File: src/rtl/tdc_frame_tx_if.sv
// Byte-stream valid/ready link from the TDC framer to the UART transmitter.
interface tdc_frame_tx_if;
    logic [7:0] tx_data;
    logic       tx_valid;
    logic       tx_ready;

    modport master (
        output tx_data,
        output tx_valid,
        input  tx_ready
    );

    modport slave (
        input  tx_data,
        input  tx_valid,
        output tx_ready
    );
endinterface

File: src/rtl/tdc_frame_tx.sv
// Converts one thermometer snapshot into a tap count (two-stage popcount) and
// ships it as a 5-byte checksummed frame over a valid/ready byte stream.
module tdc_frame_tx #(
    parameter int unsigned LENGTH    = 128,
    parameter logic [7:0]  SYNC_BYTE = 8'hA5
) (
    input  logic              clk10m,
    input  logic              rst,
    input  logic [LENGTH-1:0] therm,
    input  logic              therm_valid,
    tdc_frame_tx_if.master    tx,
    output logic              busy,
    output logic              frame_done,
    output logic [7:0]        drop_cnt
);

    localparam int unsigned NumChunks = LENGTH / 16;

    typedef enum logic [1:0] {StIdle, StCalc, StSend} state_e;

    state_e          state_q, state_d;
    logic [1:0]      calc_cnt_q, calc_cnt_d;
    logic [2:0]      idx_q, idx_d;
    logic [7:0]      seq_q, seq_d;
    logic [7:0]      drop_q, drop_d;
    logic [4:0][7:0] frame_q, frame_d;
    logic [4:0]      part_q [NumChunks];
    logic [4:0]      part_d [NumChunks];
    logic [15:0]     count_q, count_d;
    logic [7:0]      tx_data;
    logic            tx_valid;
    logic            accept;
    logic            s2_en;

    assign accept = (state_q == StIdle) && therm_valid;
    assign s2_en  = (state_q == StCalc) && (calc_cnt_q == 2'd0);

    // Plain popcount: bubbles count as ones, no edge detection.
    always_comb begin
        for (int c = 0; c < NumChunks; c++) begin
            part_d[c] = '0;
            for (int b = 0; b < 16; b++) begin
                part_d[c] = part_d[c] + {4'd0, therm[c*16+b]};
            end
        end
    end

    always_comb begin
        count_d = '0;
        for (int c = 0; c < NumChunks; c++) begin
            count_d = count_d + {11'd0, part_q[c]};
        end
    end

    always_comb begin
        state_d    = state_q;
        calc_cnt_d = calc_cnt_q;
        idx_d      = idx_q;
        seq_d      = seq_q;
        frame_d    = frame_q;
        drop_d     = drop_q;
        frame_done = 1'b0;
        tx_valid   = 1'b0;
        tx_data    = 8'h00;

        if (therm_valid && (state_q != StIdle) && (drop_q != 8'hFF)) begin
            drop_d = drop_q + 8'd1;
        end

        unique case (state_q)
            StIdle: begin
                if (accept) begin
                    state_d    = StCalc;
                    calc_cnt_d = 2'd0;
                end
            end
            StCalc: begin
                calc_cnt_d = calc_cnt_q + 2'd1;
                if (calc_cnt_q == 2'd2) begin
                    frame_d[0] = SYNC_BYTE;
                    frame_d[1] = seq_q;
                    frame_d[2] = count_q[15:8];
                    frame_d[3] = count_q[7:0];
                    frame_d[4] = seq_q ^ count_q[15:8] ^ count_q[7:0];
                    idx_d      = 3'd0;
                    state_d    = StSend;
                end
            end
            StSend: begin
                tx_valid = 1'b1;
                tx_data  = frame_q[idx_q];
                if (tx.tx_ready) begin
                    if (idx_q == 3'd4) begin
                        frame_done = 1'b1;
                        seq_d      = seq_q + 8'd1;
                        state_d    = StIdle;
                    end else begin
                        idx_d = idx_q + 3'd1;
                    end
                end
            end
            default: state_d = StIdle;
        endcase
    end

    always_ff @(posedge clk10m) begin
        if (rst) begin
            state_q    <= StIdle;
            calc_cnt_q <= '0;
            idx_q      <= '0;
            seq_q      <= '0;
            drop_q     <= '0;
            frame_q    <= '0;
            count_q    <= '0;
            for (int c = 0; c < NumChunks; c++) begin
                part_q[c] <= '0;
            end
        end else begin
            state_q    <= state_d;
            calc_cnt_q <= calc_cnt_d;
            idx_q      <= idx_d;
            seq_q      <= seq_d;
            drop_q     <= drop_d;
            frame_q    <= frame_d;
            if (accept) begin
                for (int c = 0; c < NumChunks; c++) begin
                    part_q[c] <= part_d[c];
                end
            end
            if (s2_en) begin
                count_q <= count_d;
            end
        end
    end

    assign tx.tx_data  = tx_data;
    assign tx.tx_valid = tx_valid;
    assign busy        = (state_q != StIdle);
    assign drop_cnt    = drop_q;

endmodule
File: src/flat_wrapper.sv
// flat-port wrapper written by rule: the top's interface ports become plain ports
module tdc_frame_tx_flat 
#(
    parameter int unsigned LENGTH    = 128,
    parameter logic [7:0]  SYNC_BYTE = 8'hA5
)
  (clk10m, rst, therm, therm_valid, busy, frame_done, drop_cnt, tx_tx_data, tx_tx_valid, tx_tx_ready);
  tdc_frame_tx_if tx_i ();
  input  logic clk10m;
  input  logic rst;
  input  logic [LENGTH-1:0] therm;
  input  logic therm_valid;
  output logic busy;
  output logic frame_done;
  output logic [7:0] drop_cnt;
  output wire logic [$bits(tx_i.tx_data)-1:0] tx_tx_data;
  output wire logic [$bits(tx_i.tx_valid)-1:0] tx_tx_valid;
  input wire logic [$bits(tx_i.tx_ready)-1:0] tx_tx_ready;
  assign tx_tx_data = tx_i.tx_data;
  assign tx_tx_valid = tx_i.tx_valid;
  assign tx_i.tx_ready = tx_tx_ready;
  tdc_frame_tx #(.LENGTH(LENGTH), .SYNC_BYTE(SYNC_BYTE)) u_core (.clk10m(clk10m), .rst(rst), .therm(therm), .therm_valid(therm_valid), .tx(tx_i), .busy(busy), .frame_done(frame_done), .drop_cnt(drop_cnt));
endmodule
File: config.mk
export PLATFORM = sky130hd
export DESIGN_NAME = tdc_frame_tx_flat
export DESIGN_NICKNAME = d
export VERILOG_FILES = /design/src/rtl/tdc_frame_tx_if.sv /design/src/rtl/tdc_frame_tx.sv /design/src/flat_wrapper.sv
export SDC_FILE = /design/constraint.sdc
export NUM_CORES = 1
export LEC_CHECK = 0
export CAP_MARGIN = 30
export CELL_PAD_IN_SITES_DETAIL_PLACEMENT = 1
export CELL_PAD_IN_SITES_GLOBAL_PLACEMENT = 2
export CORE_MARGIN = 2
export CORE_UTILIZATION = 34
export CTS_CLUSTER_SIZE = 25
export DETAILED_ROUTE_END_ITERATION = 12
export PLACE_DENSITY_LB_ADDON = 0.1
export SLEW_MARGIN = 15
export SYNTH_ARGS = -nofsm -noshare
export SYNTH_HDL_FRONTEND = slang
export SYNTH_SLANG_ARGS = --single-unit
File: constraint.sdc
create_clock -name clk10m -period 5.9 [get_ports clk10m]
set_input_delay 0.59 -clock clk10m [delete_from_list [all_inputs] [get_ports clk10m]]
set_output_delay 0.59 -clock clk10m [all_outputs]
set_load 0.005 [all_outputs]
* Word level (Yosys, flattened, before mapping)
Memory sizes are Yosys's and may differ from the RTL's.
Index checks and enable logic that the tools add are counted.
** Operators by class
- Add/subtract/negate cells :: 131
- Equality and inequality tests :: 10
- Muxes and demuxes :: 31
- Div/mod/pow operators :: 0
- Reduce and logical (&&, ||, !) cells :: 14
- Order comparisons :: 1
- Bitwise gates (word level) :: 10
- Shift operators :: 0
- $mul :: 0
** Operators with widths (count)
- $add A5 B1 Y5 :: 112
- $add A16 B5 Y16 :: 6
- $mux W5 :: 8
- $bmux W8 S3 :: 1
- $add A1 B1 Y2 :: 8
- $add A8 B1 Y8 const B :: 2
- $mux W8 :: 2
- $xor A8 B8 Y8 :: 2
- $mux W2 :: 5
- $mux W1 :: 9
- $mux W3 :: 3
- $ne A8 B8 Y1 const B :: 1
- $or A1 B1 Y1 :: 8
- $reduce_and A4 Y1 :: 2
- $add A5 B5 Y6 :: 1
- $ne A2 B2 Y1 const B :: 3
- $pmux W2 S3 :: 1
- $pmux W3 S2 :: 1
- $reduce_bool A2 Y1 :: 3
- $eq A2 B2 Y1 const B :: 2
- $logic_and A1 B1 Y1 :: 4
- $logic_not A2 Y1 :: 2
- $lt A3 B4 Y1 const B :: 1
- $ne A2 B1 Y1 const B :: 2
- other kinds (7) :: 8
** Storage, ports and cells
- Register bits after elaboration :: 72
- Logic and storage cells :: 209
- Bits in latches :: 0
- Input bits :: 132
- ROM bits :: 0
- Output and inout bits :: 19
- Memories kept :: 1
- Memory bits (writable) :: 40
** Memories
- u_core.part_q :: depth 8, width 5, rd ports 8, clocked after memory_dff 0, wr ports 8, RTL line tdc_frame_tx.sv:27 : logic [4:0] part_q [NumChunks];

* Logic depth before layout (Yosys ltp)
Gate-level depths: netlist of the first run.
- Depth in word-level cells :: 16
- Mapped depth :: 16
- Mapped depth without buffers :: 16

* Worst setup path before layout of the first run
Ideal clock, no wire load.
- Kind :: register to register
- Start :: memory u_core.part_q[0][0]
- End :: register u_core.count_q[8]
- Data arrival time :: 4.563 ns
- Path slack :: 1.204 ns
- Required time :: 5.767 ns
- Stages on the path, launching flop included :: 17
- Clock period less this slack :: 4.696 ns
- Path through :: edfxtp_1 ha_1 fa_1 a21o_1 a21oi_1 xnor2_1 fa_1 inv_1 fa_1 fa_1 fa_1 inv_1 ha_1 and3_1 a221o_1 o2111ai_1 a31oi_1
** RTL lines
- start, declared :: RTL line tdc_frame_tx.sv:27
- end signal, assigned :: RTL line tdc_frame_tx.sv:131 : count_q <= count_d;
- end, declared :: RTL line tdc_frame_tx.sv:29 : logic [15:0] count_q, count_d;

==> results of run 1 <==
synth_stat cells (all sizes together), types with 2 or more instances:
library cell    n
inv           201
xnor2          25
a21o           11
nor4b           3
nand3b          2
nand3          13
nor3            9
and3            7
dfxtp          58
a211oi         12
xor2           13
o311ai          4
nand2b          2
o2111ai         3
mux2i           7
clkbuf          8
o21ai          10
nor2b           6
nand4           6
fa            104
nand2          60
nor2           58
buf            14
nor3b           8
ha             64
o221ai          2
o21a            3
o211ai          2
and3b           2
a21oi          52
o41ai           2
edfxtp         40
a31oi           3
and2           12
worst max path at each step:
stage	endpoint	slack [ns]
2_1_floorplan	u_core.count_q[8]$_SDFFE_PP0P_	1.20
3_3_place_gp	u_core.count_q[8]$_SDFFE_PP0P_	1.08
3_5_place_dp	u_core.count_q[6]$_SDFFE_PP0P_	1.01
4_1_cts	u_core.count_q[6]$_SDFFE_PP0P_	1.03
5_1_grt	u_core.count_q[8]$_SDFFE_PP0P_	0.72
6_report	u_core.count_q[8]$_SDFFE_PP0P_	1.04
kinds of logic (layout without fill, tap and decap cells):
family	count (synthesis)	count (layout)	synth area share, %
AOI/OAI and AO/OA	111	111	8.61
muxes	8	8	1.13
adders and majority gates	168	168	35.2
DFF	98	98	28.9
buffers and inverters	224	371	10.5
xor gates and xnor gates	38	38	4.07
and+or+nand+nor	192	192	11.6
stage by stage:
step           cell area [um^2]  utilization [%]  cells  total power, uW
6_report                  10300             43.8   1305             4160
3_5_place_dp               9990             42.4   1288             3610
3_3_place_gp               9990             42.4   1288             3570
2_1_floorplan              8180                -    839             2970
4_1_cts                   10300             43.7   1304             4250
5_1_grt                   10300             43.8   1305             4730
cells in the final DEF (no fill, tap or decap), types with 2 or more instances in the layout:
| cell | instances |
|---|---|
| nand2_1 | 59 |
| nor3b_1 | 8 |
| inv_4 | 2 |
| nor2b_1 | 6 |
| nor3_1 | 8 |
| edfxtp_1 | 40 |
| nor4b_1 | 3 |
| o2111ai_1 | 3 |
| nand2b_1 | 2 |
| fa_1 | 104 |
| and2_1 | 12 |
| and3_1 | 7 |
| nand3b_1 | 2 |
| nand4_1 | 5 |
| o21a_1 | 2 |
| buf_4 | 2 |
| nor2_1 | 58 |
| o221ai_1 | 2 |
| ha_1 | 64 |
| nand3_1 | 12 |
| clkbuf_16 | 9 |
| a21oi_1 | 52 |
| a21o_1 | 11 |
| dfxtp_1 | 58 |
| mux2i_1 | 7 |
| clkdlybuf4s50_1 | 149 |
| o21ai_0 | 10 |
| a211oi_1 | 12 |
| xnor2_1 | 25 |
| inv_1 | 201 |
| and3b_1 | 2 |
| o311ai_0 | 4 |
| o41ai_1 | 2 |
| a31oi_1 | 3 |
| xor2_1 | 13 |
state kept, by name (all words and copies together) (netlist names):
| name | cells |
|---|---|
| u_core.count_q | 9 |
| u_core.calc_cnt_q | 2 |
| u_core.idx_q | 3 |
| u_core.part_q | 40 |
| u_core.drop_cnt | 8 |
| u_core.seq_q | 8 |
| u_core.state_q | 2 |
| u_core.frame_q | 26 |
power by group:
| group | total, uW | switching, uW | internal, uW |
|---|---|---|---|
| Sequential | 867 | 54.7 | 812 |
| Clock | 612 | 276 | 335 |
| Combinational | 2680 | 1410 | 1270 |
critical path: cells and delay by family, from the launching register on:
| family | cells | cell delay (ns) |
|---|---|---|
| buffers and inverters | 2 | 0.09 |
| adders and majority gates | 7 | 2.97 |
| xor gates and xnor gates | 1 | 0.10 |
| and+or+nand+nor | 1 | 0.19 |
| DFF | 1 | 0.39 |
| AOI/OAI and AO/OA | 5 | 1.01 |
layer usage:
metal,part of all wire (%),up-vias,GRT usage [%],wire length [um]
li1,-,2940,-,-
met1,43,2858,16.9,7470
met2,52,92,27.2,9100
met3,3.1,14,2.27,543
met4,1.7,0,4.17,288
met5,0,-,0,0
layout make-up:
cell class	count	area [um^2]
Fill cell	2713	13200
Multi-Input combinational cell	517	4960
Sequential cell	98	2360
Timing Repair Buffer	153	1530
Inverter	202	758
Tap cell	319	399
Clock buffer	10	229
Clock inverter	6	71.3
==> flow_summary.yaml, run 1 <==
synth:
  synth_fp_nets: 1139
  syn_inst: 839
  synth_top_area_share_pct: 25.5
  synth.area.top_cells: "fa_1 (25%), edfxtp_1 (15%), dfxtp_1 (14%)"
  ys_ff_latch: 98
  ys_async_sr_fraction_pct: 0
  synthDistinctLibCells: 54
  synth-main-ff-cell: "dfxtp_1"
  ys_seq_area_share_pct: 28.9
  ys_warn_count: 0
  netlist_area_mm2: 0.00818
  synth_top_cell_by_area: "fa_1"
  avgSynthCellArea_um2: 9.75
  synth_edf_count: 40
floorplan:
  die_h_um: 159
  io_pins: 151
  fp.dieArea_mm2: 0.0253
  core-area_mm2: 0.0235
  start_util_pct: 34.7
  rows: 56
  die_w_um: 159
pwr:
  powerDensity_mw_per_mm2: 404
  ir_drop_v: 0.000411
  p_leak_uw: 0.00457
detailed_routing:
  ant_nets: 0
  detail_route.wl_per_cell_um: 13.3
  vias_per_cell: 4.52
  routed-via-count: 5904
  wl_mm: 17.4
  drt_first_pass_iters: 4
  drc: 0
  drt_iter0_markers: 177
global_route:
  track_usage_pct: 14.4
  antenna_found_initial: 0
  globalRoute.totalOverflow: 0
  grt_pass1_vias: 6402
  grt_max_degree: 60
  grt_pass1_wl_mm: 30.0
layout:
  area_delta_synth_final_pct: 26.1
  layout-drive-gt1-share_pct: 2.94
  fin_nets: 1281
  diodes: 0
worst_setup_path:
  cp.required_ns: 6.13
  crit_slowest_cell: "fa_1"
  crit_start: "u_core.part_q[0][0]$_SDFFCE_PN0P_"
  worstSetupPathType: "reg2reg"
  crit_chain: "ha_1 -> fa_1 -> a21o_1 -> a21oi_1 -> xnor2_1 -> fa_1 -> inv_1 -> fa_1 -> fa_1 -> fa_1 -> inv_1 -> ha_1 -> and3_1 -> a221o_1 -> o2111ai_1 -> a31oi_1"
  r2r_cells: 16
  r2r_slack_ns: 1.04
  crit_arrival_ns: 5.09
  cp-start-kind: "register"
  crit_path_end_kind: "register"
  crit_fanout: 6
  cp_common_cell: "fa_1"
  cp_slowest_stage_delay_ns: 0.51
  r2r-start: "u_core.part_q[0][0]$_SDFFCE_PN0P_"
  r2r_end: "u_core.count_q[8]$_SDFFE_PP0P_"
clock_tree:
  cts_resized: 0
  numClockSinks: 98
  clk_latency_ns: 0.35
  cts_made_buffers: 9
  cts_tree: "done"
  post-cts-setup-buffer-count: 0
  clk_pin_slew_ns: 0.08
  clk_path_buf_depth: 2
  htree_levels: 3
  cts-root-buf: "clkbuf_16"
  hold_buffers: 0
placed_design:
  pre_cts_slack_ns: 1.01
  routabilityCongestion: 0.750
  port_buffers: 150
  dp_hpwl_mm: 14.4
timing:
  finalHoldViolCount: 0
  max_freq_ghz: 0.206
  fin_skew_ns: 0.0122
  setup_slack_ns: 1.04
  setup_tns_ns: 0
  fin_crit_sh_pct: 82.4
  fin_crit_ns: 4.86
  whs_ns: 0.457
  slew_viol_final: 0
  setup_viol: 0
  slew-limit-headroom_pct: 41.8
  rsz0062_at_grt: "false"
  tightest_slew_ns: 0.870
min_path:
  hold_path_class: "reg2reg"
  min_to: "u_core.frame_q[11]$_SDFFE_PP0P_"
  holdPathStages: 2
  min-delay-start: "u_core.frame_q[11]$_SDFFE_PP0P_"
job:
  maxCapViolations: 0
outcome:
  outcome: "finished clean"
Power figures use the tool's default switching activity.
==> run 2: changes to the inputs <==
==> constraint.sdc (replaced) <==
create_clock -name clk10m -period 5.1 [get_ports clk10m]
set_input_delay 0.51 -clock clk10m [delete_from_list [all_inputs] [get_ports clk10m]]
set_output_delay 0.51 -clock clk10m [all_outputs]
set_load 0.005 [all_outputs]
==> run 2 against run 1 <==
Final cell count about the same. Core utilization up 0.085 points. Sequential share of layout area about the same. Largest cell class unchanged. Combinational power up 20%. Cell area up 0.19%. First-iteration DRC count up 3.4%. Count of clock-buffer cells in the layout down 1. Clock power up 15%. Clock skew down 0.0019 ns. Power up 18%.
==> flow_summary.yaml, run 2 (synthesis results as in run 1) <==
worst_setup_path:
  cp-start-kind: "register"
  r2r_cells: 16
  crit_slowest_cell: "fa_1"
  crit_fanout: 6
  cp_common_cell: "fa_1"
  cp_slowest_stage_delay_ns: 0.51
  r2r_slack_ns: 0.27
  crit_arrival_ns: 5.04
  worstSetupPathType: "reg2reg"
  crit_start: "u_core.part_q[0][0]$_SDFFCE_PN0P_"
  crit_chain: "ha_1 -> fa_1 -> a21o_1 -> a21oi_1 -> xnor2_1 -> fa_1 -> inv_1 -> fa_1 -> fa_1 -> fa_1 -> inv_1 -> ha_4 -> and3_1 -> a221o_1 -> o2111ai_1 -> a31oi_1"
  cp.required_ns: 5.31
  crit_path_end_kind: "register"
  r2r_end: "u_core.count_q[8]$_SDFFE_PP0P_"
  r2r-start: "u_core.part_q[0][0]$_SDFFCE_PN0P_"
timing:
  setup_viol: 0
  max_freq_ghz: 0.207
  fin_crit_sh_pct: 94.7
  finalHoldViolCount: 0
  fin_crit_ns: 4.83
  slew_viol_final: 0
  tightest_slew_ns: 0.838
  rsz0062_at_grt: "false"
  fin_skew_ns: 0.0104
  slew-limit-headroom_pct: 44.0
  setup_tns_ns: 0
detailed_routing:
  vias_per_cell: 4.56
  drt_iter0_markers: 183
  routed-via-count: 5952
  drc: 0
  ant_nets: 0
  detail_route.wl_per_cell_um: 13.3
  wl_mm: 17.4
  drt_first_pass_iters: 4
floorplan:
  die_h_um: 159
  fp.dieArea_mm2: 0.0253
  die_w_um: 159
  core-area_mm2: 0.0235
  rows: 56
  io_pins: 151
  start_util_pct: 34.7
clock_tree:
  numClockSinks: 98
  clk_pin_slew_ns: 0.07
  clk_path_buf_depth: 2
  cts_made_buffers: 9
  cts-root-buf: "clkbuf_16"
  htree_levels: 3
  cts_tree: "done"
  clk_latency_ns: 0.35
layout:
  mostFrequentLayoutCells: "inv_1 (201), clkdlybuf4s50_1 (149), fa_1 (104)"
  largest_register_ffs: 40
  top_regs: "u_core.part_q (40), u_core.frame_q (26), u_core.count_q (9)"
  top_register: "u_core.part_q"
  area_delta_synth_final_pct: 26.3
  fin_cells: 1306
  layout-drive-gt1-share_pct: 3.24
  final_common_cell: "inv_1"
  diodes: 0
  fin_nets: 1282
pwr:
  powerDensity_mw_per_mm2: 477
  p_leak_uw: 0.00458
  ir_drop_v: 0.000461
global_route:
  antenna_found_initial: 0
  grt_max_degree: 61
  track_usage_pct: 14.4
  grt_pass1_wl_mm: 30.0
  grt_pass1_vias: 6442
  globalRoute.totalOverflow: 0
placed_design:
  dp_hpwl_mm: 14.4
  routabilityCongestion: 0.749
  port_buffers: 150
  placed_cells: 1288
min_path:
  hold_path_class: "reg2reg"
  holdPathStages: 2
  min_to: "u_core.frame_q[8]$_SDFFE_PP0P_"
  min-delay-start: "u_core.frame_q[8]$_SDFFE_PP0P_"
job:
  maxCapViolations: 0
outcome:
  outcome: "finished clean"
-- run 2: how the worst max path moves through the flow --
| stage | endpoint | slack (ns) | depth (start not counted) |
|---|---|---|---|
| final | u_core.count_q[8]$_SDFFE_PP0P_ | 0.27 | 16 |
| after global placement | u_core.count_q[8]$_SDFFE_PP0P_ | 0.25 | 16 |
| after floorplan | u_core.count_q[8]$_SDFFE_PP0P_ | 0.40 | 16 |
| after detailed placement | u_core.count_q[8]$_SDFFE_PP0P_ | 0.18 | 16 |
| after CTS | u_core.count_q[6]$_SDFFE_PP0P_ | 0.15 | 15 |
| after global routing | u_core.count_q[8]$_SDFFE_PP0P_ | 0.02 | 16 |
-- run 2: report_power, final --
part / internal, uW / switching [uW]
clock network: 386 / 320
logic: 1550 / 1670
registers: 939 / 61.0
total: 2880 / 2050
-- run 2: layout make-up --
| type | count | area, um^2 |
|---|---|---|
| clock buffer | 9 | 225 |
| clock inverter | 7 | 75.1 |
| fill | 2720 | 13200 |
| inverter | 202 | 758 |
| multi-input combinational | 517 | 4970 |
| sequential | 98 | 2360 |
| tap | 319 | 399 |
| timing repair buffer | 154 | 1540 |
-- run 2: metrics by stage --
step / hold slack [ns] / util, % / worst slack (ns) / area, um^2 / total power, uW
2_1_floorplan: 0.432 / - / 0.404 / 8180 / 3430
3_3_place_gp: 0.443 / 42.4 / 0.252 / 9990 / 4120
3_5_place_dp: 0.448 / 42.4 / 0.177 / 9990 / 4180
4_1_cts: 0.459 / 43.7 / 0.149 / 10300 / 4920
5_1_grt: 0.479 / 43.9 / 0.0232 / 10300 / 5590
6_report: 0.455 / 43.9 / 0.271 / 10300 / 4930
-- run 2: layer usage --
metal  track usage [%]  wire length [um]  vias to the layer above  share of wire, %
li1                  -                 -                     2945                 -
met1              16.6              7320                     2896                42
met2              27.7              9350                       97                54
met3              1.90               504                       14               2.9
met4              4.55               260                        0               1.5
met5                 0                 0                        -                 0
-- run 2: critical path, delay by kind of cell, from the launching register on --
| kind | cells | cell delay (ns) |
|---|---|---|
| AO/OA/AOI/OAI | 5 | 1.01 |
| XOR/XNOR | 1 | 0.10 |
| adder cells (fa/ha/maj) | 7 | 2.89 |
| buffers and inverters | 2 | 0.11 |
| flip-flops | 1 | 0.42 |
| AND/OR/NAND/NOR | 1 | 0.16 |
-- run 2: what timing repair did --
| item | 4_1_cts | 5_1_grt |
|---|---|---|
| gates resized for setup | 0 | 2 |
| setup endpoints to repair | 0 | 2 |
| buffers inserted | 0 | 0 |
| hold buffers | 0 | 0 |
==> run 3: changes to the inputs <==
--- a/config.mk
+++ b/config.mk
@@ -5,6 +5,7 @@
 export SDC_FILE = /design/constraint.sdc
 export NUM_CORES = 1
 export LEC_CHECK = 0
+export ABC_CLOCK_PERIOD_IN_PS = 5100
 export CAP_MARGIN = 30
 export CELL_PAD_IN_SITES_DETAIL_PLACEMENT = 1
 export CELL_PAD_IN_SITES_GLOBAL_PLACEMENT = 2
==> results of run 3 <==
No change in the layout: final DEF, timing and power equal those of run 2.
